[src/rtl/mul_pkg.sv]
// rtl/mul_pkg.sv - shared state and shift-code definitions for the shift-and-add multiplier
// Purpose: FSM state encoding and shifter control codes used by mul_sequencer.
// Ports: none (package).
package mul_pkg;

    typedef enum logic [1:0] {
        IDLE = 2'b00,
        RUN  = 2'b01,
        DONE = 2'b10
    } state_t;

    localparam logic [1:0] SH_NONE = 2'b00;
    localparam logic [1:0] SH_RSH  = 2'b01;
    localparam logic [1:0] SH_LSH  = 2'b10;

endpackage

[src/rtl/mul_step_datapath.sv]
// rtl/mul_step_datapath.sv - multiplicand/multiplier/accumulator registers for shift-and-add
// Purpose: holds mcand, mplier and acc; one shift-and-add iteration per step.
// Ports:
//   clk, reset      - clock, asynchronous active-low reset
//   load            - capture a_in (zero-extended) and b_in, clear acc
//   step            - perform one iteration (conditional add, shift both operands)
//   clear           - synchronously zero all registers
//   a_in, b_in      - operands
//   acc             - current accumulator
//   acc_sum         - acc + mcand (the value acc takes if mplier_lsb is set)
//   mplier_lsb      - current multiplier LSB
module mul_step_datapath #(
    parameter int INPUT_WIDTH  = 4,
    parameter int OUTPUT_WIDTH = 2 * INPUT_WIDTH
) (
    input  logic                    clk,
    input  logic                    reset,
    input  logic                    load,
    input  logic                    step,
    input  logic                    clear,
    input  logic [INPUT_WIDTH-1:0]  a_in,
    input  logic [INPUT_WIDTH-1:0]  b_in,
    output logic [OUTPUT_WIDTH-1:0] acc,
    output logic [OUTPUT_WIDTH-1:0] acc_sum,
    output logic                    mplier_lsb
);

    logic [OUTPUT_WIDTH-1:0] mcand;
    logic [INPUT_WIDTH-1:0]  mplier;

    // The product is bounded by (2^IW-1)^2, so the OUTPUT_WIDTH sum never loses a carry.
    assign acc_sum    = acc + mcand;
    assign mplier_lsb = mplier[0];

    always_ff @(posedge clk or negedge reset) begin
        if (!reset) begin
            mcand  <= '0;
            mplier <= '0;
            acc    <= '0;
        end else if (clear) begin
            mcand  <= '0;
            mplier <= '0;
            acc    <= '0;
        end else if (load) begin
            mcand  <= OUTPUT_WIDTH'(a_in);
            mplier <= b_in;
            acc    <= '0;
        end else if (step) begin
            if (mplier[0]) begin
                acc <= acc_sum;
            end
            mcand  <= mcand << 1;
            mplier <= mplier >> 1;
        end
    end

endmodule

[src/rtl/mul_sequencer.sv]
// rtl/mul_sequencer.sv - sequential shift-and-add multiplier controller
// Purpose: runs an INPUT_WIDTH-iteration multiply on start, publishes the product with a done pulse,
//          and drives load strobes and the shift code for the surrounding register file.
// Ports:
//   clk, reset      - clock, asynchronous active-low reset
//   start           - request, sampled only in IDLE
//   a_in, b_in      - multiplicand / multiplier
//   busy            - high in RUN and DONE
//   done            - one-cycle pulse, product newly valid
//   product         - registered result, held until next completion
//   lda, ldb        - operand load strobes (IDLE & start)
//   ldo             - output register load strobe (same as done)
//   shift_ctl       - LSH during RUN, NONE otherwise
module mul_sequencer
    import mul_pkg::*;
#(
    parameter int INPUT_WIDTH = 4
) (
    input  logic                       clk,
    input  logic                       reset,
    input  logic                       start,
    input  logic [INPUT_WIDTH-1:0]     a_in,
    input  logic [INPUT_WIDTH-1:0]     b_in,
    output logic                       busy,
    output logic                       done,
    output logic [2*INPUT_WIDTH-1:0]   product,
    output logic                       lda,
    output logic                       ldb,
    output logic                       ldo,
    output logic [1:0]                 shift_ctl
);

    localparam int OUTPUT_WIDTH = 2 * INPUT_WIDTH;
    localparam int CW           = $clog2(INPUT_WIDTH) + 1;

    state_t                  state, state_next;
    logic [CW-1:0]           count;
    logic                    last_iter;
    logic                    dp_load, dp_step, dp_clear;
    logic [OUTPUT_WIDTH-1:0] acc, acc_sum;
    logic                    mplier_lsb;

    assign last_iter = (count == CW'(INPUT_WIDTH - 1));
    assign dp_clear  = !(state inside {IDLE, RUN, DONE});

    always_comb begin
        state_next = state;
        dp_load    = 1'b0;
        dp_step    = 1'b0;
        case (state)
            IDLE: begin
                if (start) begin
                    state_next = RUN;
                    dp_load    = 1'b1;
                end
            end
            RUN: begin
                dp_step = 1'b1;
                if (last_iter) begin
                    state_next = DONE;
                end
            end
            DONE:    state_next = IDLE;
            default: state_next = IDLE;
        endcase
    end

    always_ff @(posedge clk or negedge reset) begin
        if (!reset) begin
            state   <= IDLE;
            count   <= '0;
            product <= '0;
        end else begin
            state <= state_next;
            if (dp_load) begin
                count <= '0;
            end else if (state == RUN) begin
                count <= count + CW'(1);
            end
            // Capture the final accumulator including this iteration's conditional add.
            if (state == RUN && last_iter) begin
                product <= mplier_lsb ? acc_sum : acc;
            end
        end
    end

    mul_step_datapath #(
        .INPUT_WIDTH  (INPUT_WIDTH),
        .OUTPUT_WIDTH (OUTPUT_WIDTH)
    ) u_datapath (
        .clk        (clk),
        .reset      (reset),
        .load       (dp_load),
        .step       (dp_step),
        .clear      (dp_clear),
        .a_in       (a_in),
        .b_in       (b_in),
        .acc        (acc),
        .acc_sum    (acc_sum),
        .mplier_lsb (mplier_lsb)
    );

    // Strobes are gated by reset so they read 0 while reset is held even if start is high.
    assign lda       = reset && (state == IDLE) && start;
    assign ldb       = lda;
    assign busy      = (state == RUN) || (state == DONE);
    assign done      = (state == DONE);
    assign ldo       = done;
    assign shift_ctl = (state == RUN) ? SH_LSH : SH_NONE;

endmodule

[config.mk]
export PLATFORM = sky130hd
export DESIGN_NAME = mul_sequencer
export DESIGN_NICKNAME = d
export VERILOG_FILES = /design/src/rtl/mul_pkg.sv /design/src/rtl/mul_step_datapath.sv /design/src/rtl/mul_sequencer.sv
export SDC_FILE = /design/constraint.sdc
export NUM_CORES = 1
export LEC_CHECK = 0
export ABC_AREA = 1
export CAP_MARGIN = 20
export CORE_ASPECT_RATIO = 0.7
export CORE_UTILIZATION = 49
export DETAILED_ROUTE_END_ITERATION = 10
export GPL_TIMING_DRIVEN = 0
export PLACE_DENSITY_LB_ADDON = 0.12
export SETUP_SLACK_MARGIN = 0.02
export SLEW_MARGIN = 20
export SYNTH_ARGS = -nofsm -noshare
export SYNTH_HDL_FRONTEND = slang
export SYNTH_SLANG_ARGS = --single-unit
[constraint.sdc]
create_clock -name clk -period 1.67 [get_ports clk]
set_input_delay 0.2505 -clock clk [delete_from_list [all_inputs] [get_ports clk]]
set_output_delay 0.2505 -clock clk [all_outputs]
set_load 0.05 [all_outputs]
==> results of run 1 <==
-- cells in the mapped netlist --
| cell | n | area share, % |
|---|---|---|
| conb_1 | 1 | 0.19 |
| fa_1 | 1 | 1.0 |
| a211oi_1 | 1 | 0.38 |
| o21ai_0 | 11 | 2.8 |
| nand3_1 | 20 | 5.1 |
| o31ai_2 | 3 | 1.9 |
| or2_2 | 4 | 1.3 |
| inv_4 | 2 | 0.64 |
| buf_4 | 5 | 1.9 |
| nand2_8 | 1 | 1.0 |
| nor2_4 | 1 | 0.58 |
| nand2_1 | 52 | 10 |
| o21ai_4 | 1 | 0.83 |
| nand2_4 | 1 | 0.58 |
| o22ai_1 | 7 | 2.2 |
| nor2_1 | 12 | 2.3 |
| buf_6 | 2 | 1.2 |
| inv_1 | 27 | 5.2 |
| xnor2_1 | 4 | 1.8 |
| dfrtp_1 | 33 | 42 |
| a21oi_1 | 10 | 2.6 |
| o21ai_1 | 2 | 0.51 |
| buf_2 | 2 | 0.51 |
| ha_1 | 14 | 9.0 |
| inv_2 | 3 | 0.58 |
| a32o_1 | 2 | 1.0 |
| o32ai_2 | 2 | 1.7 |
| nor3_4 | 1 | 0.83 |
-- state kept, by name, indices dropped and copies added (netlist names) --
register,flops
state,2
u_datapath.mplier,4
u_datapath.acc,8
u_datapath.mcand,8
product,8
count,3
-- metal layers --
| layer | global-route usage [%] | part of all wire, % | up-vias |
|---|---|---|---|
| met5 | 0 | 0 | - |
| met4 | 8.81 | 1.4 | 0 |
| met3 | 4.67 | 5.2 | 7 |
| met2 | 35.4 | 41 | 59 |
| met1 | 35.0 | 52 | 760 |
| li1 | - | - | 817 |
-- how the worst max path moves through the flow --
| stage | cells past startpoint | end | startpoint |
|---|---|---|---|
| after floorplan | 5 | ldb | state[0] |
| after global placement | 5 | ldb | reset |
| after detailed placement | 5 | ldb | start |
| after CTS | 10 | product[6] | u_datapath.mcand[0] |
| after global routing | 6 | ldb | state[1] |
| final | 6 | ldb | state[0] |
-- repair_timing --
action / in CTS / in global routing
gates resized for setup: 54 / 20
pin swaps: 8 / 7
endpoints found under the setup margin: 19 / 30
setup buffers: 5 / 4
hold buffers: 2 / 0
hold endpoints to repair: 8 / 0
-- where the power goes --
group / switching, mW / total, mW / internal, mW
logic: 1.97 / 3.14 / 1.17
registers: 0.266 / 1.39 / 1.12
clock network: 0.329 / 0.664 / 0.334
total: 2.56 / 5.20 / 2.63
-- kinds of logic (layout without fill, tap and decap cells) --
kind of cell	count (synthesis)	in the layout	synth area share, %
AO/OA/AOI/OAI	39	39	14.0
XOR/XNOR	4	4	1.79
other	1	1	0.192
adder cells (fa/ha/maj)	15	15	10.0
buffers and inverters	41	85	10.0
flip-flops	33	33	42.3
AND/OR/NAND/NOR	92	92	21.7
-- worst max-delay path, cell delays in order, from the launching register on --
cell     delay, ns
dfrtp_1       0.43
inv_2         0.11
ha_4          0.17
nand2_8       0.08
nor2_4        0.10
buf_6         0.10
buf_8         0.13
-- cell type report --
| type | count | area [um^2] |
|---|---|---|
| Clock inverter | 2 | 13.8 |
| Buffer | 9 | 73.8 |
| Clock buffer | 6 | 82.6 |
| Fill cell | 285 | 1100 |
| Tap cell | 50 | 62.6 |
| Multi-Input combinational cell | 151 | 1050 |
| Timing Repair Buffer | 36 | 330 |
| Inverter | 32 | 128 |
| Sequential cell | 33 | 827 |
==> flow_summary.yaml, run 1 <==
cells_and_area:
  antennaDiodeCount: 0
  area_growth_pct: 31.7
  final_util_pct: 70.0
  drive_gt1_share_pct: 29.0
  finalInstanceArea_mm2: 0.00257
  final_common_cell: "nand2_1"
  fin_nets: 294
  layout_common_cells: "46 x nand2_1, 32 x dfrtp_1, 25 x inv_1"
  final_cells: 319
global_routing:
  grt_first_pass_wirelength_um: 7420
  antenna_found_initial: 0
  overflow: 0
  grt_max_degree: 26
  grt.total_usage_pct: 24.0
  grt_pass1_vias: 1549
clocking:
  clk_path_buf_depth: 2
  h-tree-depth: 2
  clk_pin_slew_ns: 0.08
  clock-sinks: 33
  cts_tree: "yes"
  clk_latency_ns: 0.29
  cts_root_buffer: "clkbuf_8"
  cts_made_buffers: 5
detailed_routing:
  route.detailed.drc: 0
  dr_total_vias: 1643
  wl_per_cell_um: 14.5
  finalWirelength_um: 4610
  drt-initial-drc-count: 136
  dr.pass1.iters: 4
  drt.antenna.violating_nets: 0
  via_per_inst: 5.15
timing:
  clock_skew_ns: 0.00299
  fin_ws_ns: 0.000929
  fin_crit_sh_pct: 99.9
  hold_viol: 0
  rsz0062_at_grt: "yes"
  tns_ns: 0
  holdWs_ns: 0.00949
  setup_violations: 0
  maxSlewViolCount: 0
  fmax_ghz: 0.599
  min_period_ns: 1.67
logic_synthesis:
  syn_avg_cell_area_um2: 8.67
  synth_fp_nets: 251
  ys_types: 28
  ys_seq_elements: 33
  ys_seq_area_share_pct: 42.3
  yosysWarnings: 0
  syn_inst: 225
  netlist_area_mm2: 0.00195
power:
  irDropWorstVdd_mv: 1.47
  power_density_mw_per_mm2: 2020
  leakagePower_nw: 1.26
  power.total_mw: 5.20
setup_path:
  crit_arrival_ns: 1.42
  rrSetupSlack_ns: 0.03
  critPathKind: "register to output pin"
  crit_required_ns: 1.42
  r2r_start: "u_datapath.acc[0]"
  reg2reg_depth: 10
  cp_max_fo: 4
  r2r_end: "product[6]"
  critical_path.startpoint_type: "register"
  endpoint_kind: "output pin"
place:
  hpwl_um: 2970
  port_buffers: 24
  dp_slack_ns: -0.498
  placed_cells_incl_taps: 300
  place.gp.congestion: 0.787
  postPlaceCellArea_mm2: 0.00228
outcome:
  status: "finished clean"
flow_run:
  max_cap_viol_count: 0
die:
  die_x_um: 77.4
  num_rows: 18
  io_pins: 26
  dieArea_mm2: 0.00424
  core-area_mm2: 0.00367
  die_h_um: 54.8
  initial_core_util_pct: 53.2
min_path:
  min_path_type: "primary input to asynchronous set/reset pin"
Power figures use the tool's default switching activity.
==> run 2, diff against run 1 <==
--- a/config.mk
+++ b/config.mk
@@ -8,9 +8,9 @@
 export ABC_AREA = 1
 export CAP_MARGIN = 20
 export CORE_ASPECT_RATIO = 0.7
-export CORE_UTILIZATION = 49
+export CORE_UTILIZATION = 50
 export DETAILED_ROUTE_END_ITERATION = 10
-export GPL_TIMING_DRIVEN = 0
+export GPL_TIMING_DRIVEN = 1
 export PLACE_DENSITY_LB_ADDON = 0.12
 export SETUP_SLACK_MARGIN = 0.02
 export SLEW_MARGIN = 20
==> constraint.sdc (replaced) <==
create_clock -name clk -period 2.1 [get_ports clk]
set_input_delay 0.315 -clock clk [delete_from_list [all_inputs] [get_ports clk]]
set_output_delay 0.315 -clock clk [all_outputs]
set_load 0.05 [all_outputs]
==> flow_summary.yaml, run 2 (synthesis results as in run 1) <==
detailed_routing:
  via_per_inst: 5.09
  wl_per_cell_um: 14.1
  route.detailed.drc: 0
  dr.pass1.iters: 4
  drt-initial-drc-count: 99
  drt.antenna.violating_nets: 0
  finalWirelength_um: 4230
  dr_total_vias: 1526
clocking:
  clk_path_buf_depth: 2
  cts_root_buffer: "clkbuf_8"
  clock-sinks: 33
  cts_resized: 0
  h-tree-depth: 2
  cts_tree: "yes"
  cts.hold.buffers_added: 0
  clk_pin_slew_ns: 0.08
  cts_made_buffers: 5
  clk_latency_ns: 0.29
  cts_setup_buffers: 0
cells_and_area:
  area_growth_pct: 19.9
  layout_common_cells: "52 x nand2_1, 33 x dfrtp_1, 27 x inv_1"
  antennaDiodeCount: 0
  drive_gt1_share_pct: 14.4
  finalInstanceArea_mm2: 0.00234
  final_common_cell: "nand2_1"
  final_cells: 300
  fin_nets: 275
  largestRegisters: "product x8, u_datapath.acc x8, u_datapath.mcand x8"
flow_run:
  max_cap_viol_count: 0
global_routing:
  grt_first_pass_wirelength_um: 7000
  antenna_found_initial: 0
  grt.total_usage_pct: 23.3
  overflow: 0
  grt_max_degree: 34
  grt_pass1_vias: 1436
power:
  irDropWorstVdd_mv: 1.38
  power_density_mw_per_mm2: 1680
  leakagePower_nw: 1.16
die:
  core-area_mm2: 0.00363
  io_pins: 26
  die_h_um: 54.3
  die_x_um: 76.7
  initial_core_util_pct: 53.8
  num_rows: 18
  dieArea_mm2: 0.00416
timing:
  setup_violations: 0
  min_period_ns: 1.92
  clock_skew_ns: 0.00539
  rsz0062_at_grt: "no"
  tightest_slew_ns: 0.502
  hold_viol: 0
  fin_crit_sh_pct: 91.2
  tns_ns: 0
  fmax_ghz: 0.522
  holdWs_ns: 0.486
  maxSlewViolCount: 0
  slew_headroom_pct: 66.4
place:
  place.gp.congestion: 0.803
  hpwl_um: 3140
  postPlaceCellArea_mm2: 0.00222
  port_buffers: 24
  placed_cells_incl_taps: 292
setup_path:
  critical_path.startpoint_type: "register"
  endpoint_kind: "output pin"
  critPathKind: "register to output pin"
  cp_max_fo: 10
  rrSetupSlack_ns: 0.36
  crit_arrival_ns: 1.60
  crit_required_ns: 1.78
outcome:
  status: "finished clean"
min_path:
  min_path_type: "register to register"
run 2: cell count changes in the layout (fill, tap and decap cells not counted), moves of 6 or more:
cell             before  now
dlygate4sd2_1         8    0
buf_4                15    5
clkdlybuf4s50_1       9   18
nand2_2               6    0
nand2_1              46   52
ha_1                  8   14
run 2: report_power, final:
group / switching (mW) / internal [mW] / total (mW)
Sequential: 0.214 / 0.893 / 1.11
Clock: 0.265 / 0.355 / 0.620
Combinational: 1.42 / 0.790 / 2.21
Total: 1.90 / 2.04 / 3.94
run 2: final timing paths:
| kind | start | to | cells past startpoint |
|---|---|---|---|
| max in group asynchronous | reset | product[1] | 2 |
| hold / removal | product[7] | product[7] | 2 |
| setup reg to reg | u_datapath.acc[0] | u_datapath.acc[6] | 10 |
| min in group asynchronous | reset | state[0] | 2 |
| setup / recovery | state[0] | ldb | 5 |
| hold reg to reg | product[7] | product[7] | 2 |
run 2: worst max-delay path: stages, from the launching register on:
cell	delay, ns
dfrtp_1	0.41
inv_1	0.13
ha_1	0.22
nand2_4	0.12
nor2_2	0.25
buf_12	0.18
run 2: layout make-up:
type	instances	area, um^2
Sequential cell	33	826
Fill cell	312	1290
Clock buffer	5	68.8
Timing Repair Buffer	26	278
Multi-Input combinational cell	151	933
Inverter	32	125
Clock inverter	3	46.3
Tap cell	50	62.6
run 2: stage by stage:
stage / power (mW) / setup WS [ns] / util, %
2_1_floorplan: 2.79 / 0.243 / -
3_3_place_gp: 3.27 / 0.401 / 61.4
3_5_place_dp: 3.31 / 0.368 / 61.4
4_1_cts: 3.95 / 0.163 / 64.5
5_1_grt: 4.21 / 0.0628 / 64.5
6_report: 3.94 / 0.184 / 64.5
run 2: layer usage:
layer | GRT usage, % | part of all wire [%]
met5 | 0 | 0
met4 | 9.29 | 1.3
met3 | 5.00 | 7.3
met2 | 32.1 | 38
met1 | 35.2 | 53
==> run 3, diff against run 2 <==
--- a/config.mk
+++ b/config.mk
@@ -7,8 +7,9 @@
 export LEC_CHECK = 0
 export ABC_AREA = 1
 export CAP_MARGIN = 20
-export CORE_ASPECT_RATIO = 0.7
+export CORE_ASPECT_RATIO = 1.25
 export CORE_UTILIZATION = 50
+export CTS_BUF_LIST = sky130_fd_sc_hd__clkbuf_8 sky130_fd_sc_hd__clkbuf_16
 export DETAILED_ROUTE_END_ITERATION = 10
 export GPL_TIMING_DRIVEN = 1
 export PLACE_DENSITY_LB_ADDON = 0.12
==> flow_summary.yaml, run 3 (synthesis results as in run 1) <==
detailed_routing:
  drt-initial-drc-count: 80
  finalWirelength_um: 3960
  drt.antenna.violating_nets: 0
  wl_per_cell_um: 13.6
  dr.pass1.iters: 8
  route.detailed.drc: 1
  via_per_inst: 5.34
  dr_total_vias: 1553
setup_path:
  cp_max_fo: 10
  critPathKind: "register to output pin"
  critPathBufInv: 2
  r2r_end: "product[6]"
  endpoint_kind: "output pin"
  reg2reg_depth: 10
  cp_slowest_cell: "dfrtp_1"
  crit_family: "flip-flops"
  r2r_start: "u_datapath.acc[0]"
  rrSetupSlack_ns: 0.32
  crit_chain: "inv_1 > ha_1 > nand2_4 > nor2_2 > buf_12"
  critical_path.startpoint_type: "register"
  crit_required_ns: 1.78
  crit_arrival_ns: 1.60
  cp_slowest_stage_delay_ns: 0.40
outcome:
  status: "complete, but fails checks"
  violations: "design-rule violations"
timing:
  fmax_ghz: 0.522
  setup_violations: 0
  fin_crit_sh_pct: 91.2
  maxSlewViolCount: 0
  clock_skew_ns: 0.00323
  min_period_ns: 1.91
  rsz0062_at_grt: "no"
  hold_viol: 0
  fin_ws_ns: 0.185
  tns_ns: 0
clocking:
  cts_resized: 0
  clk_path_buf_depth: 2
  clk_latency_ns: 0.28
  cts_root_buffer: "clkbuf_8"
  clock-sinks: 33
  h-tree-depth: 2
  cts_made_buffers: 5
  cts_tree: "yes"
  cts_setup_buffers: 0
  clk_pin_slew_ns: 0.07
  cts.hold.buffers_added: 0
global_routing:
  antenna_found_initial: 0
  grt_first_pass_wirelength_um: 6780
  grt_pass1_vias: 1502
  grt_max_degree: 34
  overflow: 0
  grt.total_usage_pct: 21.9
die:
  initial_core_util_pct: 52.0
  dieArea_mm2: 0.00416
  die_x_um: 57.9
  die_h_um: 71.9
  io_pins: 26
  core-area_mm2: 0.00375
  num_rows: 25
cells_and_area:
  nFillCells: 340
  multi_input_area_um2: 933
  final_util_pct: 62.2
  final_common_cell: "nand2_1"
  area_growth_pct: 19.7
  antennaDiodeCount: 0
  finalInstanceArea_mm2: 0.00234
  layout_common_cells: "52 x nand2_1, 33 x dfrtp_1, 28 x inv_1"
  register_area_um2: 826
  drive_gt1_share_pct: 14.3
  largestRegisters: "product x8, u_datapath.acc x8, u_datapath.mcand x8"
  fin_nets: 276
min_path:
  holdPathStages: 2
  whs_endpoint: "product[7]"
  min_path_type: "register to register"
  hp-start: "product[7]"
place:
  hpwl_um: 3010
  postPlaceCellArea_mm2: 0.00222
  place.gp.congestion: 0.890
  port_buffers: 24
  dp_slack_ns: 0.342
power:
  leakagePower_nw: 1.17
  power.total_mw: 3.88
  irDropWorstVdd_mv: 1.41
  power_density_mw_per_mm2: 1660
flow_run:
  max_cap_viol_count: 0
## run 3: report_power, final
group,switching (mW),internal [mW]
Sequential,0.194,0.894
Combinational,1.38,0.799
Clock,0.227,0.382
## run 3: worst max-delay path by stage
stage,startpoint,endpoint,slack (ns),cells past startpoint
finish,state[0],ldb,0.19,5
global route,state[1],lda,0.08,5
CTS,state[1],ldb,0.16,5
detailed placement,u_datapath.acc[0],product[6],0.34,10
global placement,u_datapath.mcand[0],product[6],0.33,10
floorplan,state[0],ldb,0.24,5
## run 3: metal layers
layer / global-route usage [%] / wire length, um
met3: 3.79 / 122
met1: 26.9 / 1760
met2: 37.0 / 1960
met4: 10.3 / 122
met5: 0 / 0
## run 3: through the flow
step	std cells	hold WS [ns]
2_1_floorplan	225	0.0194
3_3_place_gp	283	0.466
3_5_place_dp	283	0.466
4_1_cts	291	0.484
5_1_grt	291	0.498
6_report	291	0.478
## run 3: worst reg2reg max path, stage by stage, from the launching register on
cell and delay (ns):
dfrtp_1 0.39, ha_1 0.24, fa_1 0.42, nand3_1 0.12
nand2_1 0.08, nand2_1 0.09, nand2_1 0.05, nand2_1 0.05
nand3_1 0.08, nand3_1 0.11, nand2_1 0.05
## run 3: cell type report
type,instances,area share [%]
well taps,40,2.14
clock buffers,6,3.54
inverters,32,5.36
multi-input cells,151,40.0
clock inverters,2,1.45
repair buffers,27,12.2
flip-flops and latches,33,35.4
